<file path="config.mk">
export PLATFORM = sky130hd
export DESIGN_NAME = pwm_axi_regs
export DESIGN_NICKNAME = d
export VERILOG_FILES = /design/src/rtl/pwm_pkg.sv /design/src/rtl/pwm_reg_decode.sv /design/src/rtl/pwm_axi_regs.sv
export SDC_FILE = /design/constraint.sdc
export NUM_CORES = 1
export LEC_CHECK = 0
export BUFFER_PORTS_ARGS = -buffer_cell sky130_fd_sc_hd__clkbuf_2
export CAP_MARGIN = 20
export CORE_MARGIN = 2
export CORE_UTILIZATION = 45
export DETAILED_ROUTE_END_ITERATION = 12
export PLACE_DENSITY = 0.68
export SLEW_MARGIN = 20
export SYNTH_ARGS = -nofsm -noshare
export SYNTH_HDL_FRONTEND = slang
export SYNTH_SLANG_ARGS = --single-unit
</file>
<file path="constraint.sdc">
create_clock -name i_clk -period 4.4 [get_ports i_clk]
set_input_delay 0.88 -clock i_clk [delete_from_list [all_inputs] [get_ports i_clk]]
set_output_delay 0.88 -clock i_clk [all_outputs]
set_load 0.005 [all_outputs]
</file>
<file path="src/rtl/pwm_pkg.sv">
`default_nettype none
// +---------------------------------------------------------------------+
// | pwm_pkg : shared constants, state enums and byte-strobe helper for   |
// |           the PWM AXI4-Lite register block.                          |
// | Revision: 1.0                                                        |
// +---------------------------------------------------------------------+
package pwm_pkg;

  localparam int CTRL_OFS     = 'h00;
  localparam int PRESCALE_OFS = 'h04;
  localparam int INFO_OFS     = 'h0C;
  localparam int CH_BASE      = 'h10;
  localparam int CH_STRIDE    = 8;

  localparam logic [1:0] RESP_OKAY   = 2'b00;
  localparam logic [1:0] RESP_SLVERR = 2'b10;

  typedef enum logic [0:0] {
    W_IDLE = 1'b0,
    W_RESP = 1'b1
  } wr_state_e;

  typedef enum logic [0:0] {
    R_IDLE = 1'b0,
    R_DATA = 1'b1
  } rd_state_e;

  typedef enum logic [2:0] {
    SEL_NONE     = 3'd0,
    SEL_CTRL     = 3'd1,
    SEL_PRESCALE = 3'd2,
    SEL_INFO     = 3'd3,
    SEL_PERIOD   = 3'd4,
    SEL_DUTY     = 3'd5
  } reg_sel_e;

  function automatic logic [31:0] f_apply_wstrb(input logic [31:0] i_old,
                                                input logic [31:0] i_data,
                                                input logic [3:0]  i_strb);
    logic [31:0] w_res;
    w_res = i_old;
    for (int b = 0; b < 4; b++) begin
      if (i_strb[b]) w_res[8*b +: 8] = i_data[8*b +: 8];
    end
    return w_res;
  endfunction

endpackage
`default_nettype wire

</file>
<file path="src/rtl/pwm_reg_decode.sv">
`default_nettype none
// +---------------------------------------------------------------------+
// | pwm_reg_decode : byte address -> register select, channel index and  |
// |                  valid flag. One instance per AXI direction.         |
// | Revision: 1.0                                                        |
// +---------------------------------------------------------------------+
module pwm_reg_decode
  import pwm_pkg::*;
#(
  parameter int ADDR_WIDTH   = 8,
  parameter int NUM_CHANNELS = 4,
  parameter int CH_W         = 2
) (
  input  logic [ADDR_WIDTH-1:0] i_addr,
  output reg_sel_e              o_sel,
  output logic [CH_W-1:0]       o_ch,
  output logic                  o_valid
);

  logic [ADDR_WIDTH-1:0] w_addr;
  logic [ADDR_WIDTH-1:0] w_ofs;

  always_comb begin
    w_addr = i_addr & ~ADDR_WIDTH'(3);
    w_ofs  = w_addr - ADDR_WIDTH'(CH_BASE);
    o_sel  = SEL_NONE;
    o_ch   = '0;
    if (w_addr == ADDR_WIDTH'(CTRL_OFS)) begin
      o_sel = SEL_CTRL;
    end else if (w_addr == ADDR_WIDTH'(PRESCALE_OFS)) begin
      o_sel = SEL_PRESCALE;
    end else if (w_addr == ADDR_WIDTH'(INFO_OFS)) begin
      o_sel = SEL_INFO;
    end else if ((w_addr >= ADDR_WIDTH'(CH_BASE)) &&
                 (w_ofs < ADDR_WIDTH'(NUM_CHANNELS * CH_STRIDE))) begin
      // Each channel owns a PERIOD/DUTY word pair; bit 2 picks the DUTY word.
      o_sel = w_ofs[2] ? SEL_DUTY : SEL_PERIOD;
      o_ch  = CH_W'(w_ofs / ADDR_WIDTH'(CH_STRIDE));
    end
    o_valid = (o_sel != SEL_NONE);
  end

endmodule
`default_nettype wire

</file>
<file path="src/rtl/pwm_axi_regs.sv">
`default_nettype none
// +---------------------------------------------------------------------+
// | pwm_axi_regs : AXI4-Lite register file feeding pwm_core with enable,|
// |   prescaler and per-channel period/duty. Define PWM_REGS_SHADOW_EN   |
// |   to stage PRESCALE/PERIOD/DUTY in shadows applied by CTRL.COMMIT.   |
// | Revision: 1.0                                                        |
// +---------------------------------------------------------------------+
module pwm_axi_regs
  import pwm_pkg::*;
#(
  parameter int NUM_CHANNELS    = 4,
  parameter int REG_WIDTH       = 16,
  parameter int PRESCALER_WIDTH = 16,
  parameter int ADDR_WIDTH      = 8
) (
  input  logic                                   i_clk,
  input  logic                                   i_resetn,
  input  logic [ADDR_WIDTH-1:0]                  s_axi_awaddr,
  input  logic                                   s_axi_awvalid,
  output logic                                   s_axi_awready,
  input  logic [31:0]                            s_axi_wdata,
  input  logic [3:0]                             s_axi_wstrb,
  input  logic                                   s_axi_wvalid,
  output logic                                   s_axi_wready,
  output logic [1:0]                             s_axi_bresp,
  output logic                                   s_axi_bvalid,
  input  logic                                   s_axi_bready,
  input  logic [ADDR_WIDTH-1:0]                  s_axi_araddr,
  input  logic                                   s_axi_arvalid,
  output logic                                   s_axi_arready,
  output logic [31:0]                            s_axi_rdata,
  output logic [1:0]                             s_axi_rresp,
  output logic                                   s_axi_rvalid,
  input  logic                                   s_axi_rready,
  output logic                                   o_enable,
  output logic [PRESCALER_WIDTH-1:0]             o_prescale,
  output logic [NUM_CHANNELS-1:0][REG_WIDTH-1:0] o_period,
  output logic [NUM_CHANNELS-1:0][REG_WIDTH-1:0] o_duty
);

  localparam int CH_W = (NUM_CHANNELS > 1) ? $clog2(NUM_CHANNELS) : 1;

  logic                                   r_live;
  logic                                   r_aw_held;
  logic                                   r_w_held;
  logic [ADDR_WIDTH-1:0]                  r_awaddr;
  logic [31:0]                            r_wdata;
  logic [3:0]                             r_wstrb;
  wr_state_e                              r_wstate;
  wr_state_e                              w_wstate_nxt;
  logic [1:0]                             r_bresp;
  rd_state_e                              r_rstate;
  rd_state_e                              w_rstate_nxt;
  logic [31:0]                            r_rdata;
  logic [1:0]                             r_rresp;

  logic                                   r_enable;
  logic [PRESCALER_WIDTH-1:0]             r_prescale;
  logic [NUM_CHANNELS-1:0][REG_WIDTH-1:0] r_period;
  logic [NUM_CHANNELS-1:0][REG_WIDTH-1:0] r_duty;

  logic                                   w_aw_acc;
  logic                                   w_w_acc;
  logic                                   w_commit;
  logic                                   w_b_hs;
  logic                                   w_ar_acc;
  logic [ADDR_WIDTH-1:0]                  w_wr_addr;
  logic [31:0]                            w_wr_data;
  logic [3:0]                             w_wr_strb;
  reg_sel_e                               w_wr_sel;
  logic [CH_W-1:0]                        w_wr_ch;
  logic                                   w_wr_valid;
  logic                                   w_wr_ok;
  reg_sel_e                               w_rd_sel;
  logic [CH_W-1:0]                        w_rd_ch;
  logic                                   w_rd_valid;
  logic [31:0]                            w_wr_old;
  logic [31:0]                            w_wr_merged;
  logic [31:0]                            w_rd_value;

  // Readies stay low while reset is asserted and rise one cycle after release.
  always_ff @(posedge i_clk or negedge i_resetn) begin
    if (!i_resetn) r_live <= 1'b0;
    else           r_live <= 1'b1;
  end

  assign w_aw_acc  = s_axi_awvalid && s_axi_awready;
  assign w_w_acc   = s_axi_wvalid && s_axi_wready;
  assign w_b_hs    = s_axi_bvalid && s_axi_bready;
  assign w_ar_acc  = s_axi_arvalid && s_axi_arready;
  assign w_commit  = (r_aw_held || w_aw_acc) && (r_w_held || w_w_acc) && (r_wstate == W_IDLE);
  assign w_wr_addr = r_aw_held ? r_awaddr : s_axi_awaddr;
  assign w_wr_data = r_w_held  ? r_wdata  : s_axi_wdata;
  assign w_wr_strb = r_w_held  ? r_wstrb  : s_axi_wstrb;
  assign w_wr_ok   = w_wr_valid && (w_wr_sel != SEL_INFO);

  pwm_reg_decode #(
    .ADDR_WIDTH  (ADDR_WIDTH),
    .NUM_CHANNELS(NUM_CHANNELS),
    .CH_W        (CH_W)
  ) u_wr_dec (
    .i_addr (w_wr_addr),
    .o_sel  (w_wr_sel),
    .o_ch   (w_wr_ch),
    .o_valid(w_wr_valid)
  );

  pwm_reg_decode #(
    .ADDR_WIDTH  (ADDR_WIDTH),
    .NUM_CHANNELS(NUM_CHANNELS),
    .CH_W        (CH_W)
  ) u_rd_dec (
    .i_addr (s_axi_araddr),
    .o_sel  (w_rd_sel),
    .o_ch   (w_rd_ch),
    .o_valid(w_rd_valid)
  );

  always_ff @(posedge i_clk or negedge i_resetn) begin
    if (!i_resetn) begin
      r_aw_held <= 1'b0;
      r_w_held  <= 1'b0;
      r_awaddr  <= '0;
      r_wdata   <= '0;
      r_wstrb   <= '0;
    end else if (w_b_hs) begin
      r_aw_held <= 1'b0;
      r_w_held  <= 1'b0;
    end else begin
      if (w_aw_acc) begin
        r_aw_held <= 1'b1;
        r_awaddr  <= s_axi_awaddr;
      end
      if (w_w_acc) begin
        r_w_held <= 1'b1;
        r_wdata  <= s_axi_wdata;
        r_wstrb  <= s_axi_wstrb;
      end
    end
  end

  always_ff @(posedge i_clk or negedge i_resetn) begin
    if (!i_resetn) begin
      r_wstate <= W_IDLE;
      r_bresp  <= RESP_OKAY;
    end else begin
      r_wstate <= w_wstate_nxt;
      if (w_commit) r_bresp <= w_wr_ok ? RESP_OKAY : RESP_SLVERR;
    end
  end

  always_comb begin
    w_wstate_nxt = r_wstate;
    case (r_wstate)
      W_IDLE:  if (w_commit) w_wstate_nxt = W_RESP;
      W_RESP:  if (s_axi_bready) w_wstate_nxt = W_IDLE;
      default: w_wstate_nxt = W_IDLE;
    endcase
  end

  always_comb begin
    s_axi_awready = r_live && !r_aw_held;
    s_axi_wready  = r_live && !r_w_held;
    s_axi_bvalid  = (r_wstate == W_RESP);
    s_axi_bresp   = r_bresp;
  end

  always_comb begin
    w_wr_old = '0;
    case (w_wr_sel)
      SEL_CTRL:     w_wr_old = 32'(r_enable);
      SEL_PRESCALE: w_wr_old = 32'(r_prescale);
      SEL_PERIOD:   w_wr_old = 32'(r_period[w_wr_ch]);
      SEL_DUTY:     w_wr_old = 32'(r_duty[w_wr_ch]);
      default:      w_wr_old = '0;
    endcase
    w_wr_merged = f_apply_wstrb(w_wr_old, w_wr_data, w_wr_strb);
  end

  always_ff @(posedge i_clk or negedge i_resetn) begin
    if (!i_resetn) begin
      r_enable   <= 1'b0;
      r_prescale <= '0;
      r_period   <= '0;
      r_duty     <= '0;
    end else if (w_commit && w_wr_ok) begin
      case (w_wr_sel)
        SEL_CTRL:     r_enable            <= w_wr_merged[0];
        SEL_PRESCALE: r_prescale          <= PRESCALER_WIDTH'(w_wr_merged);
        SEL_PERIOD:   r_period[w_wr_ch]   <= REG_WIDTH'(w_wr_merged);
        SEL_DUTY:     r_duty[w_wr_ch]     <= REG_WIDTH'(w_wr_merged);
        default:      ;
      endcase
    end
  end

  assign o_enable = r_enable;

`ifdef PWM_REGS_SHADOW_EN
  logic                                   r_out_prescale_vld;
  logic [PRESCALER_WIDTH-1:0]             r_out_prescale;
  logic [NUM_CHANNELS-1:0][REG_WIDTH-1:0] r_out_period;
  logic [NUM_CHANNELS-1:0][REG_WIDTH-1:0] r_out_duty;
  logic                                   w_apply;

  // The bus-visible registers act as shadows; COMMIT copies all of them at once.
  assign w_apply = w_commit && w_wr_ok && (w_wr_sel == SEL_CTRL) && w_wr_merged[1];

  always_ff @(posedge i_clk or negedge i_resetn) begin
    if (!i_resetn) begin
      r_out_prescale_vld <= 1'b0;
      r_out_prescale     <= '0;
      r_out_period       <= '0;
      r_out_duty         <= '0;
    end else if (w_apply) begin
      r_out_prescale_vld <= 1'b1;
      r_out_prescale     <= r_prescale;
      r_out_period       <= r_period;
      r_out_duty         <= r_duty;
    end
  end

  assign o_prescale = r_out_prescale;
  assign o_period   = r_out_period;
  assign o_duty     = r_out_duty;
`else
  assign o_prescale = r_prescale;
  assign o_period   = r_period;
  assign o_duty     = r_duty;
`endif

  always_comb begin
    w_rd_value = '0;
    case (w_rd_sel)
      SEL_CTRL:     w_rd_value = 32'(r_enable);
      SEL_PRESCALE: w_rd_value = 32'(r_prescale);
      SEL_INFO:     w_rd_value = {16'h0000, 8'(REG_WIDTH), 8'(NUM_CHANNELS)};
      SEL_PERIOD:   w_rd_value = 32'(r_period[w_rd_ch]);
      SEL_DUTY:     w_rd_value = 32'(r_duty[w_rd_ch]);
      default:      w_rd_value = '0;
    endcase
  end

  // Sampling at the AR handshake makes a same-cycle write invisible to this read.
  always_ff @(posedge i_clk or negedge i_resetn) begin
    if (!i_resetn) begin
      r_rstate <= R_IDLE;
      r_rdata  <= '0;
      r_rresp  <= RESP_OKAY;
    end else begin
      r_rstate <= w_rstate_nxt;
      if (w_ar_acc) begin
        r_rdata <= w_rd_value;
        r_rresp <= w_rd_valid ? RESP_OKAY : RESP_SLVERR;
      end
    end
  end

  always_comb begin
    w_rstate_nxt = r_rstate;
    case (r_rstate)
      R_IDLE:  if (w_ar_acc) w_rstate_nxt = R_DATA;
      R_DATA:  if (s_axi_rready) w_rstate_nxt = R_IDLE;
      default: w_rstate_nxt = R_IDLE;
    endcase
  end

  always_comb begin
    s_axi_arready = r_live && (r_rstate == R_IDLE);
    s_axi_rvalid  = (r_rstate == R_DATA);
    s_axi_rdata   = r_rdata;
    s_axi_rresp   = r_rresp;
  end

endmodule
`default_nettype wire

</file>
==> results.txt, run 1 <==
----------------------------------------------------
[Outcome]
  Run status ... finished clean

[Global route]
  Global-route wire length before repair ... 58.85 mm
  Antenna violations before repair ... 0
  Pin count of the biggest net entering global routing ... 99
  Remaining global-route overflow ... 0
  Total routing usage reported by global routing ... 30.49%
  Via count of the first global-routing pass ... 9,667

[Clock network]
  Inserted Clock Buffers ... 17
  Root cell of the clock tree ... sky130_fd_sc_hd__clkbuf_16
  CTS H-tree lvls ... 4
  # hold bufs at CTS ... 0
  Maximum clock path buffer count ... 2
  Clock tree from TritonCTS ... built
  Number of instances resized during post-cts repair ... 0
  Register clock-pin slew on the reported worst setup and hold paths ... 70 ps
  Post-CTS Setup Inserts ... 0
  Skew-Pair Late Insertion Delay ... 430 ps
  CTS sink cnt ... 192

[Setup path]
  Most frequent cell on the critical path ... sky130_fd_sc_hd__buf_4
  Max stage delay on crit path ... 600 ps
  R2r setup slk ... 560 ps
  Critical path launch point type ... flip-flop
  Worst Setup End Kind ... flip-flop
  R2R Path Start ... r_aw_held
  CP max-delay cell ... sky130_fd_sc_hd__dfrtp_1
  Worst setup path endpoint ... o_duty[40]
  Worst setup startpoint ... r_aw_held
  Crit Reg-Reg Endpoint ... o_duty[40]
  Crit path cell chain ... mux2i_4, buf_4, inv_2, a211oi_2, or2_1, buf_4, a21oi_1, or4_4, a31oi_4, mux2_2
  Arrival time of data at the critical path endpoint ... 4210 ps
  CP Max Fanout ... 24
  Critical path class ... flip-flop to flip-flop
  Worst EP required ... 4770 ps
  Number of cells traversed by the worst register-to-register path ... 10

[STA]
  Final Critical Period ... 3845 ps
  Setup repair after global routing missed its margin ... no
  Final period utilization ... 87.38%
  Max-slew violations ... 0
  Max Clock Skew ... 8.307 ps
  Setup violators final ... 0
  Worst hold slack after final layout ... 506.0 ps
  Final hold violation count ... 0
  Worst slew margin relative to its limit ... 26.14%
  Actual transition at the worst max-transition pin ... 1107 ps
  Achievable frequency ... 260.1 MHz
  Total negative setup slack ... 0 ps

[Floorplanning]
  Core Region ... 23,470 um^2
  Effective utilization at floorplan ... 45.93%
  Die Y ... 158.8 um
  Number of I/O pins ... 245
  Number of rows created at floorplan ... 56
  Die area ... 25,210 um^2
  Horizontal die dimension ... 158.8 um

[Yosys]
  Leading post-synthesis cells by cell area ... sky130_fd_sc_hd__dfrtp_1, sky130_fd_sc_hd__mux2_2, sky130_fd_sc_hd__nand2_1
  Dominant cell type by area after synthesis ... sky130_fd_sc_hd__dfrtp_1
  Mapped Area ... 10,780 um^2
  Count of mapped cells out of synthesis ... 1,071
  Portion of the post-synthesis area used by sequential elements ... 44.57%
  Most used flip-flop cell after synthesis ... sky130_fd_sc_hd__dfrtp_1
  Share of synthesized registers carrying an async set or reset ... 100.0%
  Netlist cell types ... 85
  Fraction of post-synthesis cell area in the top cell type by area ... 44.57%
  Number of enable flip-flop cells after synthesis ... 0
  Post-synthesis register bit count ... 192
  Ys Warns ... 0
  Mean instance size in the synthesized netlist ... 10.07 um^2

[Route]
  Routed vias ... 9,960
  Drt drc ... 0
  Mean routed wirelength per cell ... 24.22 um
  Average via count per standard cell ... 6.229
  Post-DRT Antenna Nets ... 0
  Initial DRC Count ... 1,066
  Routed Wire Length ... 38.73 mm
  First-pass iteration count of the detailed router ... 5

[Placement]
  Post-detailed-placement half-perimeter wirelength ... 27.16 mm
  Final GP Congestion ... 0.9450
  Total of buffers placed on input and output ports ... 204

[Power and ir drop]
  P_leak ... 6.063 nW
  Total power per unit cell area ... 566.6 nW/um^2
  IR Drop Worst-Case VDD ... 0.0002961 V

[Final layout]
  Final net count ... 1,331
  Share of cells above drive strength 1 ... 33.67%
  Area delta synth->final ... 18.85%
  Number of filler cells placed in the layout ... 2,149
  Share of the core filled with cells ... 54.58%
  Diode count ... 0

[Min path]
  Path category of the worst min-delay check ... flip-flop to flip-flop

[Job]
  Maximum capacitance violations ... 0

----------------------------------------------------
## stage by stage
step	setup slack [ps]	power, mW	area [um^2]	cells
detailed placement	366.3	5.466	12170	1568
CTS	655.9	7.193	12810	1599
floorplan	761.4	4.342	10840	1088
global placement	394.9	5.404	12170	1568
global route	427.7	7.582	12810	1599
finish	555.1	7.260	12810	1599
## worst min path at each step
stage	start	end	slack, ps	cells past startpoint
after floorplan	s_axi_bresp[1]	s_axi_bresp[1]	470	2
after global placement	r_wdata[4]	r_wdata[4]	480	1
after CTS	r_wdata[13]	r_wdata[13]	510	1
after global routing	r_wdata[9]	r_wdata[9]	530	1
final	r_wdata[14]	r_wdata[14]	510	1
after detailed placement	r_wdata[13]	r_wdata[13]	500	1
## per-layer routing
metal	routed length (um)	share of wire, %	vias up	global-route usage (%)
li1	-	-	4326	-
met3	4051	10	105	7.445
met2	16930	44	605	45.38
met5	0	0	-	0
met4	1994	5.1	0	15.76
met1	15750	41	4924	41.29
## logic make-up after synthesis
logic type / count (synthesis) / synth area share [%]
simple gates: 329 / 14.91
flops: 192 / 44.57
fa+ha+maj: 4 / 0.4643
mux: 152 / 15.62
other cells: 2 / 0.06966
compound gates: 274 / 19.19
buf+inv: 118 / 5.176
## sequential cells by signal, indices dropped and copies added (netlist names)
register      count
o_duty           64
o_period         64
o_prescale       16
r_wdata          16
s_axi_rdata      16
r_awaddr          6
r_wstrb           2
o_enable          1
r_aw_held         1
r_live            1
r_w_held          1
s_axi_bresp       1
s_axi_bvalid      1
s_axi_rresp       1
s_axi_rvalid      1
## synthesized netlist by cell type (all sizes together), types with 18 or more instances
library cell and number:
o21ai 73, mux2i 35, nand2 174, clkbuf 46
nand3 25, dfrtp 192, buf 41, nor2 42
mux2 117, inv 31, a211oi 18, o2111ai 23
a21oi 30
## layout make-up
class	count	area (um^2)	area share, %
multi-input cells	778	5488	42.83
flip-flops and latches	192	4805	37.50
repair buffers	248	1360	10.62
clock buffers	21	460.4	3.594
well taps	319	399.1	3.115
clock inverters	10	183.9	1.436
inverters	31	116.4	0.9082
## cells in the final DEF, fill, tap and decap left out, types with 10 or more instances in the layout
cell                        netlist  final
sky130_fd_sc_hd__nor2b_1         16     16
sky130_fd_sc_hd__o21ai_1         41     41
sky130_fd_sc_hd__buf_4           20     44
sky130_fd_sc_hd__a211oi_1        17     17
sky130_fd_sc_hd__o2111ai_1       23     23
sky130_fd_sc_hd__nor3_1          12     12
sky130_fd_sc_hd__a211o_1         10     10
sky130_fd_sc_hd__o32ai_1         16     16
sky130_fd_sc_hd__nor2_1          38     38
sky130_fd_sc_hd__nand2_1        174    174
sky130_fd_sc_hd__a221o_1         11     11
sky130_fd_sc_hd__nand3_1         22     22
sky130_fd_sc_hd__mux2_2         111    111
sky130_fd_sc_hd__mux2i_1         33     33
sky130_fd_sc_hd__clkbuf_2         0    203
sky130_fd_sc_hd__a21oi_1         27     27
sky130_fd_sc_hd__dfrtp_1        192    192
sky130_fd_sc_hd__o21ai_0         31     31
sky130_fd_sc_hd__inv_1           30     30
sky130_fd_sc_hd__o22ai_1         15     15
sky130_fd_sc_hd__conb_1           2     19
sky130_fd_sc_hd__clkbuf_16        0     17
## where the power goes
part / switching [mW] / total (mW) / internal [mW] / leakage, nW
sequential: 0.453 / 2.59 / 2.13 / 2.61
combinational: 1.82 / 2.95 / 1.14 / 3.14
clock: 0.686 / 1.72 / 1.04 / 0.309
## critical path: cells and delay by family, from the launching register on
family / cells / cell delay [ps]
muxes: 2 / 540
DFF: 1 / 600
buffers and inverters: 3 / 1000
and+or+nand+nor: 2 / 910
AOI/OAI and AO/OA: 3 / 720
Power figures use the tool's default switching activity.
==> run 2, diff against run 1 <==
==> constraint.sdc (replaced) <==
create_clock -name i_clk -period 4.4 [get_ports i_clk]
set_input_delay 0.44 -clock i_clk [delete_from_list [all_inputs] [get_ports i_clk]]
set_output_delay 0.44 -clock i_clk [all_outputs]
set_load 0.005 [all_outputs]
==> run 2 against run 1 <==
Die area did not move; clock skew rose by 2.1 ps; power decreased by 3.0%; final cell count down 0.44%; highest routed layer unchanged; sequential power is essentially flat; clock-buffer cell count unchanged; largest power group unchanged; sequential cell count unchanged; wire length shrank 0.89%; final area is 0.81% lower.
==> results.txt, run 2 (same netlist as run 1, synthesis figures left out) <==
----------------------------------------------------
[Outcome]
  Run status ... finished clean

[Global route]
  Total routing usage reported by global routing ... 30.33%
  Via count of the first global-routing pass ... 9,787
  Antenna violations before repair ... 0
  Global-route wire length before repair ... 58.66 mm
  Pin count of the biggest net entering global routing ... 116
  Remaining global-route overflow ... 0

[STA]
  Setup repair after global routing missed its margin ... no
  Final worst-path setup slack ... 791.7 ps
  Achievable frequency ... 277.1 MHz
  Actual transition at the worst max-transition pin ... 1173 ps
  Worst slew margin relative to its limit ... 21.70%
  Max-slew violations ... 0
  Final hold violation count ... 0
  Final Critical Period ... 3608 ps
  Max Clock Skew ... 10.39 ps
  Setup violators final ... 0
  Final period utilization ... 82.01%
  Total negative setup slack ... 0 ps

[Clock network]
  CTS H-tree lvls ... 4
  Maximum clock path buffer count ... 2
  Clock tree from TritonCTS ... built
  Post-CTS Setup Inserts ... 0
  Inserted Clock Buffers ... 17
  Register clock-pin slew on the reported worst setup and hold paths ... 70 ps
  Skew-Pair Late Insertion Delay ... 440 ps
  CTS sink cnt ... 192
  Root cell of the clock tree ... sky130_fd_sc_hd__clkbuf_16
  # hold bufs at CTS ... 0
  Number of instances resized during post-cts repair ... 0

[Placement]
  Pre-CTS setup slack ... 828.7 ps
  Total of buffers placed on input and output ports ... 204
  Post-detailed-placement half-perimeter wirelength ... 26.94 mm
  Total placed cells including tap cells ... 1,560
  Final GP Congestion ... 0.9332

[Route]
  Post-DRT Antenna Nets ... 0
  Average via count per standard cell ... 6.251
  Mean routed wirelength per cell ... 24.11 um
  Routed Wire Length ... 38.39 mm
  Routed vias ... 9,951
  Drt drc ... 0
  Initial DRC Count ... 924
  First-pass iteration count of the detailed router ... 5

[Floorplanning]
  Die Y ... 158.8 um
  Effective utilization at floorplan ... 45.93%
  Core Region ... 23,470 um^2
  Die area ... 25,210 um^2
  Horizontal die dimension ... 158.8 um
  Number of rows created at floorplan ... 56
  Number of I/O pins ... 245

[Setup path]
  Count of buffer and inverter cells on the critical path ... 4
  Most frequent cell on the critical path ... sky130_fd_sc_hd__buf_4
  Crit path cell chain ... mux2i_4, buf_4, inv_2, a211oi_2, buf_4, or2_1, buf_4, o22ai_1, or4_1, a31oi_2, mux2_2
  Worst EP required ... 4770 ps
  Critical path launch point type ... flip-flop
  Arrival time of data at the critical path endpoint ... 3980 ps
  Worst Setup End Kind ... flip-flop
  CP max-delay cell ... sky130_fd_sc_hd__or4_1
  Critical path class ... flip-flop to flip-flop
  Cell type group with the largest total delay on the critical path ... buffers and inverters
  CP Max Fanout ... 17
  Max stage delay on crit path ... 520 ps

[Final layout]
  Commonest cells after routing, fill and taps aside ... sky130_fd_sc_hd__clkbuf_2, sky130_fd_sc_hd__dfrtp_1, sky130_fd_sc_hd__nand2_1
  Diode count ... 0
  Final net count ... 1,323
  Share of cells above drive strength 1 ... 33.39%
  Area delta synth->final ... 17.88%
  Most common cell after layout, fill and taps aside ... sky130_fd_sc_hd__clkbuf_2
  Share of the core filled with cells ... 54.14%
  Fin cells ... 1,592

[Job]
  Maximum capacitance violations ... 0

[Power and ir drop]
  Total power draw ... 7.044 mW
  IR Drop Worst-Case VDD ... 0.0002635 V
  Total power per unit cell area ... 554.3 nW/um^2
  P_leak ... 6.011 nW

[Min path]
  Path category of the worst min-delay check ... primary input to asynchronous set/reset pin

----------------------------------------------------
[run 2: metrics by stage]
| stage | hold slack (ps) | area (um^2) |
|---|---|---|
| global route | 212.3 | 12710 |
| finish | 114.5 | 12710 |
| floorplan | 144.4 | 10840 |
| global placement | 481.4 | 12130 |
| CTS | 176.3 | 12710 |
| detailed placement | 482.3 | 12130 |
[run 2: worst paths after layout]
kind                                 from  cells past startpoint  slack (ps)             end
hold / removal                   i_resetn                      1         110      o_duty[40]
min in group i_clk           s_axi_rready                      2         190    s_axi_rvalid
hold reg to reg            s_axi_bresp[1]                      2         490  s_axi_bresp[1]
setup / recovery                r_aw_held                     11         790     o_period[7]
max in group asynchronous        i_resetn                      2        3220      r_wstrb[1]
setup reg to reg                r_aw_held                     11         790     o_period[7]
[run 2: report_power, final]
| group | internal [mW] | leakage, nW | switching, mW |
|---|---|---|---|
| Combinational | 1.12 | 3.12 | 1.80 |
| Clock | 0.831 | 0.284 | 0.706 |
| Sequential | 2.13 | 2.61 | 0.451 |
| Total | 4.08 | 6.01 | 2.96 |
[run 2: area by class of cell]
class,count,area [um^2]
multi-input cells,778,5488
inverters,31,116.4
clock buffers,21,470.5
fillers,2144,10760
clock inverters,11,105.1
flip-flops and latches,192,4805
repair buffers,240,1325
well taps,319,399.1
[run 2: metal layers]
layer | routed length (um) | track usage, %
met1 | 15340 | 40.40
met5 | 0 | 0
met3 | 4126 | 7.706
met4 | 2222 | 16.76
met2 | 16690 | 45.22
==> run 3, diff against run 2 <==
==> constraint.sdc (replaced) <==
create_clock -name i_clk -period 3.61 [get_ports i_clk]
set_input_delay 0.361 -clock i_clk [delete_from_list [all_inputs] [get_ports i_clk]]
set_output_delay 0.361 -clock i_clk [all_outputs]
set_load 0.005 [all_outputs]
==> run 3 against run 2 <==
The run now ends with hold timing left; utilization grew 1.2 points; combinational power is 32% higher; worst setup slack got worse by 590 ps; worst hold slack lost 170 ps; power up 25%; largest power group unchanged; final cell count up 1.8%; clock skew fell by 1.9 ps; highest routed layer unchanged; clock power rose by 21%.
==> results.txt, run 3 (same netlist as run 1, synthesis figures left out) <==
----------------------------------------------------
[Final layout]
  Area delta synth->final ... 20.42%
  Share of cells above drive strength 1 ... 35.02%
  Final net count ... 1,352
  Commonest cells after routing, fill and taps aside ... sky130_fd_sc_hd__clkbuf_2, sky130_fd_sc_hd__dfrtp_1, sky130_fd_sc_hd__nand2_1
  Most common cell after layout, fill and taps aside ... sky130_fd_sc_hd__clkbuf_2
  Diode count ... 0

[Clock network]
  CTS sink cnt ... 192
  Register clock-pin slew on the reported worst setup and hold paths ... 70 ps
  Post-CTS Setup Inserts ... 0
  Root cell of the clock tree ... sky130_fd_sc_hd__clkbuf_16
  Skew-Pair Late Insertion Delay ... 450 ps
  CTS H-tree lvls ... 4
  Clock tree from TritonCTS ... built
  Inserted Clock Buffers ... 17
  Maximum clock path buffer count ... 2

[Setup path]
  Critical path launch point type ... flip-flop
  Arrival time of data at the critical path endpoint ... 3800 ps
  Worst EP required ... 4000 ps
  Critical path class ... flip-flop to flip-flop
  CP Max Fanout ... 12
  Worst Setup End Kind ... flip-flop

[Floorplanning]
  Horizontal die dimension ... 158.8 um
  Core Region ... 23,470 um^2
  Die Y ... 158.8 um
  Die area ... 25,210 um^2
  Number of rows created at floorplan ... 56
  Number of I/O pins ... 245
  Effective utilization at floorplan ... 45.93%

[STA]
  Setup repair after global routing missed its margin ... no
  Max-slew violations ... 0
  Max Clock Skew ... 8.452 ps
  Final period utilization ... 94.46%
  Worst hold slack after final layout ... -55.80 ps
  Actual transition at the worst max-transition pin ... 868.8 ps
  Worst slew margin relative to its limit ... 41.94%
  Final hold violation count ... 29
  Setup violators final ... 0
  Achievable frequency ... 293.3 MHz
  Total negative setup slack ... 0 ps
  Final Critical Period ... 3410 ps

[Power and ir drop]
  P_leak ... 6.159 nW
  Total power draw ... 8.816 mW
  Total power per unit cell area ... 679.1 nW/um^2
  IR Drop Worst-Case VDD ... 0.0003455 V

[Route]
  Mean routed wirelength per cell ... 23.87 um
  First-pass iteration count of the detailed router ... 6
  Initial DRC Count ... 1,138
  Average via count per standard cell ... 6.246
  Drt drc ... 0
  Routed vias ... 10,120
  Post-DRT Antenna Nets ... 0
  Routed Wire Length ... 38.70 mm

[Min path]
  Path category of the worst min-delay check ... primary input to asynchronous set/reset pin

[Global route]
  Pin count of the biggest net entering global routing ... 90
  Global-route wire length before repair ... 58.77 mm
  Total routing usage reported by global routing ... 30.44%
  Via count of the first global-routing pass ... 9,688
  Remaining global-route overflow ... 0
  Antenna violations before repair ... 0

[Placement]
  Post-detailed-placement half-perimeter wirelength ... 27.19 mm
  Final GP Congestion ... 0.9736
  Total of buffers placed on input and output ports ... 204

[Outcome]
  Violated checks ... hold timing
  Run status ... finished with violations

[Job]
  Maximum capacitance violations ... 0

----------------------------------------------------
run 3: cell count changes in the layout (fill, tap and decap cells not counted), sizes merged:
cell,previous run,this run
buf,36,65
clkbuf,225,223
clkinvlp,1,3
run 3: routing by layer:
metal	routed length, um	vias up	GRT usage (%)	share of wire, %
li1	-	4385	-	-
met1	15430	4961	40.55	40
met2	17110	647	46.11	44
met3	4065	131	7.341	11
met4	2096	0	15.89	5.4
met5	0	-	0	0
run 3: final cells by class:
cell class              count  area, um^2
fillers                  2117       10490
multi-input cells         778        5503
flip-flops and latches    192        4805
repair buffers            269        1593
clock buffers              19       452.9
well taps                 319       399.1
inverters                  31       116.4
clock inverters            13       112.6
run 3: repair_timing:
action / CTS / global route
hold buffers: 0 / 0
resized for setup: 0 / 2
setup endpoints to repair: 0 / 14
run 3: through the flow:
stage	cell area, um^2	hold slack [ps]	setup WS [ps]	instances	utilization, %
after floorplan	10840	65.41	297.0	1088	-
after global placement	12400	468.8	357.0	1589	52.83
after detailed placement	12400	470.4	277.2	1589	52.83
after CTS	12970	5.461	244.6	1621	55.24
after global routing	12980	14.72	9.183	1621	55.30
final	12980	-55.80	200.0	1621	55.30
run 3: final timing paths:
path                         startpoint      endpoint  slack, ps  depth (start not counted)
max reg2reg                   r_aw_held  o_period[51]        200                          9
max in group asynchronous      i_resetn  o_period[28]       2710                          2
min                            i_resetn    o_duty[13]        -60                          1
max                           r_aw_held  o_period[51]        200                          9
min in group i_clk         s_axi_rready  s_axi_rvalid        100                          2
min reg2reg                 r_wdata[14]   r_wdata[14]        510                          1
run 3: power by group:
part | switching, mW | total (mW) | internal [mW] | leakage, nW
clock network | 0.874 | 1.86 | 0.988 | 0.275
registers | 0.519 | 3.12 | 2.60 | 2.61
logic | 2.30 | 3.84 | 1.54 | 3.27
run 3: worst max-delay path, stage by stage, from the launching register on:
cell,delay (ps)
sky130_fd_sc_hd__dfrtp_1,470
sky130_fd_sc_hd__mux2i_4,330
sky130_fd_sc_hd__ha_1,260
sky130_fd_sc_hd__or4b_4,550
sky130_fd_sc_hd__a21oi_4,230
sky130_fd_sc_hd__buf_4,280
sky130_fd_sc_hd__o32ai_1,110
sky130_fd_sc_hd__or4_1,450
sky130_fd_sc_hd__a31oi_2,430
sky130_fd_sc_hd__mux2_2,250
